--- src/rtl/systolic_mm_engine_if.sv ---
// Handshake and data bus of the systolic matrix-multiply engine.
// The master side issues jobs, streams operand beats and drains result rows.
// The slave side is the engine itself.
interface systolic_mm_engine_if #(
  parameter int DATA_WIDTH        = 8,
  parameter int ARRAY_SIZE        = 4,
  parameter int K_MAX             = 16,
  parameter int ACCUMULATOR_WIDTH = 2*DATA_WIDTH + $clog2(K_MAX)
);
  logic                                    start;
  logic [$clog2(K_MAX):0]                  k_len;
  logic                                    signed_mode;
  logic                                    in_valid;
  logic                                    in_ready;
  logic [ARRAY_SIZE*DATA_WIDTH-1:0]        a_col;
  logic [ARRAY_SIZE*DATA_WIDTH-1:0]        b_row;
  logic                                    out_valid;
  logic                                    out_ready;
  logic [ARRAY_SIZE*ACCUMULATOR_WIDTH-1:0] out_row;
  logic [$clog2(ARRAY_SIZE)-1:0]           out_idx;
  logic                                    busy;
  logic                                    done;

  modport master (
    output start, k_len, signed_mode, in_valid, a_col, b_row, out_ready,
    input  in_ready, out_valid, out_row, out_idx, busy, done
  );

  modport slave (
    input  start, k_len, signed_mode, in_valid, a_col, b_row, out_ready,
    output in_ready, out_valid, out_row, out_idx, busy, done
  );
endinterface

--- src/rtl/systolic_mm_engine.sv ---
// NxN output-stationary systolic array computing C = A * B.
// Column k of A and row k of B arrive as one beat; the operands are skewed so
// that PE[i][j] sees A[i][k] and B[k][j] together, then the finished rows of C
// are streamed out one per handshake.
module systolic_mm_engine #(
  parameter int DATA_WIDTH        = 8,
  parameter int ARRAY_SIZE        = 4,
  parameter int K_MAX             = 16,
  parameter int ACCUMULATOR_WIDTH = 2*DATA_WIDTH + $clog2(K_MAX)
) (
  input logic                 clk,
  input logic                 rst_n,
  systolic_mm_engine_if.slave bus
);

  localparam int DW = DATA_WIDTH;
  localparam int N  = ARRAY_SIZE;
  localparam int AW = ACCUMULATOR_WIDTH;
  localparam int KW = $clog2(K_MAX) + 1;
  localparam int IW = $clog2(N);
  localparam int FW = $clog2(2*N);
  localparam logic [KW-1:0] K_MAX_V     = KW'(K_MAX);
  localparam logic [FW-1:0] FLUSH_LAST  = FW'(2*N - 2);
  localparam logic [IW-1:0] ROW_LAST    = IW'(N - 1);

  typedef enum logic [1:0] {
    IDLE  = 2'd0,
    LOAD  = 2'd1,
    FLUSH = 2'd2,
    DRAIN = 2'd3
  } state_t;

  state_t          state;
  state_t          next_state;
  logic [KW-1:0]   k_reg;
  logic            signed_reg;
  logic [KW-1:0]   beat_cnt;
  logic [FW-1:0]   flush_cnt;
  logic [IW-1:0]   row_idx;
  logic            done_q;

  logic [KW-1:0]   k_clamped;
  logic            start_job;
  logic            accept;
  logic            last_beat;
  logic            flush_last;
  logic            row_hs;
  logic            last_row;
  logic            acc_en;

  logic [DW-1:0]   a_skew [N][N];
  logic [DW-1:0]   b_skew [N][N];
  logic [DW-1:0]   a_op   [N][N];
  logic [DW-1:0]   b_op   [N][N];
  logic [DW-1:0]   a_pass [N][N];
  logic [DW-1:0]   b_pass [N][N];
  logic [AW-1:0]   acc    [N][N];
  logic [N*AW-1:0] out_row_w;

  // Full-width product of two operands, sign- or zero-extended to the
  // accumulator width depending on the latched operand mode.
  function automatic logic [AW-1:0] mul_ext(input logic [DW-1:0] a,
                                            input logic [DW-1:0] b,
                                            input logic          sgn);
    logic signed [2*DW+1:0] ax;
    logic signed [2*DW+1:0] bx;
    logic signed [2*DW+1:0] prod;
    logic signed [2*DW-1:0] prod_trim;
    ax        = (2*DW+2)'(signed'({sgn & a[DW-1], a}));
    bx        = (2*DW+2)'(signed'({sgn & b[DW-1], b}));
    prod      = ax * bx;
    prod_trim = prod[2*DW-1:0];
    if (sgn) mul_ext = AW'(prod_trim);
    else     mul_ext = AW'(unsigned'(prod_trim));
  endfunction

  assign k_clamped  = (bus.k_len > K_MAX_V) ? K_MAX_V : bus.k_len;
  assign start_job  = (state == IDLE) && bus.start;
  assign accept     = (state == LOAD) && bus.in_valid;
  assign last_beat  = accept && (beat_cnt == k_reg - KW'(1));
  assign flush_last = (state == FLUSH) && (flush_cnt == FLUSH_LAST);
  assign row_hs     = (state == DRAIN) && bus.out_ready;
  assign last_row   = row_hs && (row_idx == ROW_LAST);
  assign acc_en     = (state == LOAD) || (state == FLUSH);

  // State register.
  always_ff @(posedge clk or negedge rst_n) begin
    if (!rst_n) state <= IDLE;
    else        state <= next_state;
  end

  // Next-state logic: load K beats, flush the skew, drain N rows.
  always_comb begin
    next_state = state;
    unique case (state)
      IDLE:    if (bus.start) next_state = (k_clamped == '0) ? FLUSH : LOAD;
      LOAD:    if (last_beat) next_state = FLUSH;
      FLUSH:   if (flush_last) next_state = DRAIN;
      DRAIN:   if (last_row) next_state = IDLE;
      default: next_state = IDLE;
    endcase
  end

  // Job parameters, beat/flush/row counters and the completion pulse.
  always_ff @(posedge clk or negedge rst_n) begin
    if (!rst_n) begin
      k_reg      <= '0;
      signed_reg <= 1'b0;
      beat_cnt   <= '0;
      flush_cnt  <= '0;
      row_idx    <= '0;
      done_q     <= 1'b0;
    end else begin
      done_q <= last_row;
      if (start_job) begin
        k_reg      <= k_clamped;
        signed_reg <= bus.signed_mode;
        beat_cnt   <= '0;
        flush_cnt  <= '0;
        row_idx    <= '0;
      end
      if (accept)           beat_cnt  <= last_beat ? '0 : beat_cnt + KW'(1);
      if (state == FLUSH)   flush_cnt <= flush_last ? '0 : flush_cnt + FW'(1);
      if (row_hs)           row_idx   <= last_row ? '0 : row_idx + IW'(1);
    end
  end

  // Input skew: row i of A and column j of B pass through i (resp. j) extra
  // stages; cycles without an accepted beat push zeros so gaps are harmless.
  always_ff @(posedge clk or negedge rst_n) begin
    if (!rst_n) begin
      for (int i = 0; i < N; i++)
        for (int s = 0; s < N; s++) begin
          a_skew[i][s] <= '0;
          b_skew[i][s] <= '0;
        end
    end else if (start_job) begin
      for (int i = 0; i < N; i++)
        for (int s = 0; s < N; s++) begin
          a_skew[i][s] <= '0;
          b_skew[i][s] <= '0;
        end
    end else begin
      for (int i = 0; i < N; i++) begin
        a_skew[i][0] <= accept ? bus.a_col[i*DW +: DW] : '0;
        b_skew[i][0] <= accept ? bus.b_row[i*DW +: DW] : '0;
        for (int s = 1; s < N; s++) begin
          a_skew[i][s] <= a_skew[i][s-1];
          b_skew[i][s] <= b_skew[i][s-1];
        end
      end
    end
  end

  // Operand routing: edge PEs take the skew outputs, inner PEs take the
  // registered operand of their left / upper neighbour.
  always_comb begin
    for (int i = 0; i < N; i++) begin
      a_op[i][0] = a_skew[i][i];
      b_op[0][i] = b_skew[i][i];
    end
    for (int i = 0; i < N; i++)
      for (int j = 1; j < N; j++) begin
        a_op[i][j] = a_pass[i][j-1];
        b_op[j][i] = b_pass[j-1][i];
      end
  end

  // PE grid: forward A right and B down, accumulate while the job computes.
  always_ff @(posedge clk or negedge rst_n) begin
    if (!rst_n) begin
      for (int i = 0; i < N; i++)
        for (int j = 0; j < N; j++) begin
          a_pass[i][j] <= '0;
          b_pass[i][j] <= '0;
          acc[i][j]    <= '0;
        end
    end else if (start_job) begin
      for (int i = 0; i < N; i++)
        for (int j = 0; j < N; j++) begin
          a_pass[i][j] <= '0;
          b_pass[i][j] <= '0;
          acc[i][j]    <= '0;
        end
    end else begin
      for (int i = 0; i < N; i++)
        for (int j = 0; j < N; j++) begin
          a_pass[i][j] <= a_op[i][j];
          b_pass[i][j] <= b_op[i][j];
          if (acc_en)
            acc[i][j] <= acc[i][j] + mul_ext(a_op[i][j], b_op[i][j], signed_reg);
        end
    end
  end

  // Result row mux; the row is only exposed while it is being offered.
  always_comb begin
    out_row_w = '0;
    if (state == DRAIN)
      for (int j = 0; j < N; j++)
        out_row_w[j*AW +: AW] = acc[row_idx][j];
  end

  assign bus.in_ready  = (state == LOAD);
  assign bus.out_valid = (state == DRAIN);
  assign bus.out_row   = out_row_w;
  assign bus.out_idx   = row_idx;
  assign bus.busy      = (state != IDLE);
  assign bus.done      = done_q;

endmodule

--- src/flat_wrapper.sv ---
// flat-port wrapper written by rule: the top's interface ports become plain ports
module systolic_mm_engine_flat 
#(
  parameter int DATA_WIDTH        = 8,
  parameter int ARRAY_SIZE        = 4,
  parameter int K_MAX             = 16,
  parameter int ACCUMULATOR_WIDTH = 2*DATA_WIDTH + $clog2(K_MAX)
)
  (clk, rst_n, bus_start, bus_k_len, bus_signed_mode, bus_in_valid, bus_a_col, bus_b_row, bus_out_ready, bus_in_ready, bus_out_valid, bus_out_row, bus_out_idx, bus_busy, bus_done);
  systolic_mm_engine_if #(.DATA_WIDTH(DATA_WIDTH), .ARRAY_SIZE(ARRAY_SIZE), .K_MAX(K_MAX), .ACCUMULATOR_WIDTH(ACCUMULATOR_WIDTH)) bus_i ();
  input logic clk;
  input logic rst_n;
  input wire logic [$bits(bus_i.start)-1:0] bus_start;
  input wire logic [$bits(bus_i.k_len)-1:0] bus_k_len;
  input wire logic [$bits(bus_i.signed_mode)-1:0] bus_signed_mode;
  input wire logic [$bits(bus_i.in_valid)-1:0] bus_in_valid;
  input wire logic [$bits(bus_i.a_col)-1:0] bus_a_col;
  input wire logic [$bits(bus_i.b_row)-1:0] bus_b_row;
  input wire logic [$bits(bus_i.out_ready)-1:0] bus_out_ready;
  output wire logic [$bits(bus_i.in_ready)-1:0] bus_in_ready;
  output wire logic [$bits(bus_i.out_valid)-1:0] bus_out_valid;
  output wire logic [$bits(bus_i.out_row)-1:0] bus_out_row;
  output wire logic [$bits(bus_i.out_idx)-1:0] bus_out_idx;
  output wire logic [$bits(bus_i.busy)-1:0] bus_busy;
  output wire logic [$bits(bus_i.done)-1:0] bus_done;
  assign bus_i.start = bus_start;
  assign bus_i.k_len = bus_k_len;
  assign bus_i.signed_mode = bus_signed_mode;
  assign bus_i.in_valid = bus_in_valid;
  assign bus_i.a_col = bus_a_col;
  assign bus_i.b_row = bus_b_row;
  assign bus_i.out_ready = bus_out_ready;
  assign bus_in_ready = bus_i.in_ready;
  assign bus_out_valid = bus_i.out_valid;
  assign bus_out_row = bus_i.out_row;
  assign bus_out_idx = bus_i.out_idx;
  assign bus_busy = bus_i.busy;
  assign bus_done = bus_i.done;
  systolic_mm_engine #(.DATA_WIDTH(DATA_WIDTH), .ARRAY_SIZE(ARRAY_SIZE), .K_MAX(K_MAX), .ACCUMULATOR_WIDTH(ACCUMULATOR_WIDTH)) u_core (.clk(clk), .rst_n(rst_n), .bus(bus_i));
endmodule
--- config.mk ---
export PLATFORM = sky130hd
export DESIGN_NAME = systolic_mm_engine_flat
export DESIGN_NICKNAME = d
export VERILOG_FILES = /design/src/rtl/systolic_mm_engine_if.sv /design/src/rtl/systolic_mm_engine.sv /design/src/flat_wrapper.sv
export SDC_FILE = /design/constraint.sdc
export NUM_CORES = 2
export LEC_CHECK = 0
export BUFFER_PORTS_ARGS = -buffer_cell sky130_fd_sc_hd__buf_2
export CAP_MARGIN = 20
export CORE_MARGIN = 2
export CORE_UTILIZATION = 25
export CTS_BUF_LIST = sky130_fd_sc_hd__clkbuf_4
export CTS_CLUSTER_DIAMETER = 60
export DETAILED_ROUTE_END_ITERATION = 10
export GPL_ROUTABILITY_DRIVEN = 0
export PLACE_DENSITY = 0.45
export SLEW_MARGIN = 10
export SYNTH_ARGS = -nofsm -noshare
export SYNTH_HDL_FRONTEND = slang
export SYNTH_SLANG_ARGS = --single-unit
--- constraint.sdc ---
create_clock -name clk -period 7.65 [get_ports clk]
set_clock_uncertainty 0.2 [all_clocks]
set_input_delay 0.3825 -clock clk [delete_from_list [all_inputs] [get_ports clk]]
set_output_delay 0.3825 -clock clk [all_outputs]
set_load 0.02 [all_outputs]
==> results.ini <==
[clock_tree]
clkTransAtPathRegs_ns = 0.07
count_of_h_tree_levels_built_during_cts = 4
cts_inserted_buffers = 227
cts_buffer_depth = 4
worst_skew_pair.late_latency_ns = 1.33
clockRootBuffer = sky130_fd_sc_hd__clkbuf_4
tritoncts_clock_tree = yes
cts.sinks = 691

[final_layout]
registers.top_by_ff_count = u_core.acc
area.sequential_um2 = 17300
final_layout_size_suffix_gt1_share_pct = 8.58
layout_area_overhead_pct = 13.8
finish.net_count = 11441
num-fill-cells = 35871
multi_input_area_um2 = 60900
stdcell_area_um2 = 96300
largest_register_ffs = 320

[synth]
post_synth_num_cell_types = 82
yosysSeqAreaShare_pct = 20.4
postSynth.asyncResetShare_pct = 100
netlist_top_cells_area = sky130_fd_sc_hd__fa_1, sky130_fd_sc_hd__dfrtp_1, sky130_fd_sc_hd__ha_1, sky130_fd_sc_hd__and2_1, sky130_fd_sc_hd__inv_1
netlist_instances = 9082
synth-main-ff-cell = sky130_fd_sc_hd__dfrtp_1
synth_area_per_cell_um2 = 9.32
synthesis.area_um2 = 84600
synth.cells.most_frequent = sky130_fd_sc_hd__inv_1, sky130_fd_sc_hd__and2_1, sky130_fd_sc_hd__fa_1, sky130_fd_sc_hd__ha_1, sky130_fd_sc_hd__nand2_1
syn-num-nets = 11022
synth_edf_count = 0
postSynthRegisterBits = 691
synth_largest_area_cell = sky130_fd_sc_hd__fa_1
yosysTopAreaCellShare_pct = 24.2
yosysWarningCount = 0
synthMostInstantiatedCell = sky130_fd_sc_hd__inv_1

[sta]
timing_max_transition_violations_final = 0
setup_viol_count_final = 0
period_minus_slack_ns = 7.36
relSlewSlack_pct = 31.3
achievable-frequency_mhz = 136
tightest_slew_ns = 1.03
final_min_period_over_clock_period_pct = 96.2
finalHoldViolations = 0
hold_ws_ns = 0.186

[routing]
postRouteWirelength_um = 257000
initialDrtViolationCount = 3099
via_count = 63651
vias_per_cell = 4.48
drc = 0
ant_nets = 0
firstDrtPassIters = 5
drt-wirelength-per-cell_um = 18.1

[critical_path]
timing.critical_path.arrival_ns = 8.27
startpoint_type = flop
r2r_start = u_core.signed_reg
setup.worst_path.start = u_core.signed_reg
end_kind = flop
cp_slowest_cell = sky130_fd_sc_hd__or4_1
worstPathMaxFanout = 5
setup.reg_to_reg.worst_slack_ns = 0.29
r2r_cells = 27
endpoint_of_the_worst_slack_reg_to_reg_timing_path = u_core.acc[299]
critical_path_required_ns = 8.56
worst_path_largest_cell_delay_ns = 0.54
critPathCapture = u_core.acc[299]
worstSetupPathType = flop to flop

[status]
run_status = completed

[floorplanning]
core.rowCount = 213
io_pins = 161
fp.dieArea_um2 = 343000
coreArea_um2 = 337000
floorplan.die.height_um = 586
start_util_pct = 25.1
floorplan.die.width_um = 586

[worst_hold_path]
min-delay-path-class = input port to flop
min-delay-start = bus_start
cell_depth_of_the_worst_hold_path = 5

[global_routing]
grt_pass1_vias = 68061
gr-usage-all-layers_pct = 15.1
grt_max_degree = 167
grt_antenna_before_repair = 41
grt_overflow = 0
first_pass_grt_wire_length_um = 403000

[job]
drv.max_cap_violation_count = 0

[power_and_ir_drop]
power_leakage_uw = 0.0507
max-vdd-ir-drop_mv = 0.414
power-per-cell-area_nw_per_um2 = 180
fin_total_pwr_uw = 17300

[placement]
dp_hpwl_um = 197000
io_port_bufs = 160
place_area_um2 = 91000

-- stage by stage --
step           setup slack [ns]   TNS, ns  util, %  instances
3_3_place_gp             0.0842         0     27.0      13554
5_1_grt                -0.00760  -0.00760     28.6      14198
4_1_cts                   0.106         0     28.5      14175
6_report                  0.294         0     28.6      14204
3_5_place_dp             0.0328         0     27.0      13554
2_1_floorplan            0.0886         0        -       9082
-- cell usage in the layout, fill, tap and decap left out, types with 14 or more instances in the layout --
cell type	n
sky130_fd_sc_hd__a211oi_1	72
sky130_fd_sc_hd__a21o_1	83
sky130_fd_sc_hd__a21oi_1	343
sky130_fd_sc_hd__a31oi_1	36
sky130_fd_sc_hd__and2_1	1082
sky130_fd_sc_hd__and3_1	46
sky130_fd_sc_hd__buf_2	159
sky130_fd_sc_hd__buf_4	130
sky130_fd_sc_hd__clkbuf_4	315
sky130_fd_sc_hd__clkinv_1	59
sky130_fd_sc_hd__dfrtp_1	688
sky130_fd_sc_hd__diode_2	25
sky130_fd_sc_hd__dlygate4sd3_1	225
sky130_fd_sc_hd__fa_1	1024
sky130_fd_sc_hd__ha_1	838
sky130_fd_sc_hd__inv_1	1432
sky130_fd_sc_hd__mux2i_1	175
sky130_fd_sc_hd__mux4_2	80
sky130_fd_sc_hd__nand2_1	757
sky130_fd_sc_hd__nand2b_1	53
sky130_fd_sc_hd__nand3_1	80
sky130_fd_sc_hd__nand3b_1	14
sky130_fd_sc_hd__nand4_1	19
sky130_fd_sc_hd__nor2_1	535
sky130_fd_sc_hd__nor2b_1	101
sky130_fd_sc_hd__nor3_1	116
sky130_fd_sc_hd__nor3b_1	16
sky130_fd_sc_hd__o211ai_1	23
sky130_fd_sc_hd__o21a_1	55
sky130_fd_sc_hd__o21ai_0	176
sky130_fd_sc_hd__o21ai_1	18
sky130_fd_sc_hd__o21bai_1	72
sky130_fd_sc_hd__o22ai_1	17
sky130_fd_sc_hd__o31ai_1	28
sky130_fd_sc_hd__or2_2	46
sky130_fd_sc_hd__or3_1	49
sky130_fd_sc_hd__xnor2_1	392
sky130_fd_sc_hd__xor2_1	70
-- what timing repair did --
action / 4_1_cts / 5_1_grt
buffers inserted: 3 / 3
gates resized for setup: 0 / 40
endpoints found under the setup margin: 4 / 28
pin swaps: 0 / 11
hold buffers: 226 / 0
gates cloned: 0 / 1
endpoints found under the hold margin: 965 / 0
-- kinds of logic after synthesis --
kind of cell	after synthesis	synth area share (%)
AND/OR/NAND/NOR	2970	18.0
adder cells (fa/ha/maj)	1865	36.7
buffers and inverters	1773	7.88
AO/OA/AOI/OAI	1056	7.95
flip-flops	691	20.4
XOR/XNOR	467	4.84
multiplexers	260	4.27
-- worst min-delay path by stage --
stage / to / slack, ns
final: u_core.flush_cnt[1] / 0.19
after global routing: u_core.flush_cnt[1] / 0.18
after CTS: u_core.flush_cnt[1] / 0.009
after detailed placement: u_core.b_skew[91] / 0.17
after global placement: u_core.b_skew[92] / 0.17
after floorplan: u_core.a_op[0] / -0.11
-- per-layer routing --
layer  share of wire, %  wire length, µm  global-route usage (%)  vias to the layer above
met4                2.9             7520                    4.40                        6
met2                 48           122000                    25.5                     1233
met5              0.016               41                       0                        -
li1                   -                -                       -                    29928
met3                4.0            10200                    1.72                      310
met1                 45           116000                    20.2                    32174
-- worst max-delay path, delay by kind of cell, from the launching register on --
family / cells / cell delay, ns
AO/OA/AOI/OAI: 6 / 1.29
XOR/XNOR: 1 / 0.21
adder cells (fa/ha/maj): 7 / 2.73
buffers and inverters: 7 / 0.74
flip-flops: 1 / 0.50
AND/OR/NAND/NOR: 6 / 1.45
-- power by group --
group | internal (µW) | total, µW | switching (µW)
Sequential | 4510 | 5860 | 1350
Clock | 1890 | 3850 | 1970
Combinational | 2930 | 7620 | 4690
-- cell type report --
type | count | share of cell area (%)
well taps | 4515 | 5.86
multi-input cells | 6618 | 63.2
clock buffers | 315 | 2.45
flip-flops and latches | 691 | 18.0
repair buffers | 529 | 4.50
clock inverters | 77 | 0.353
inverters | 1434 | 5.60
diodes | 25 | 0.0649
Note: power is estimated with default switching activity, not from simulation.
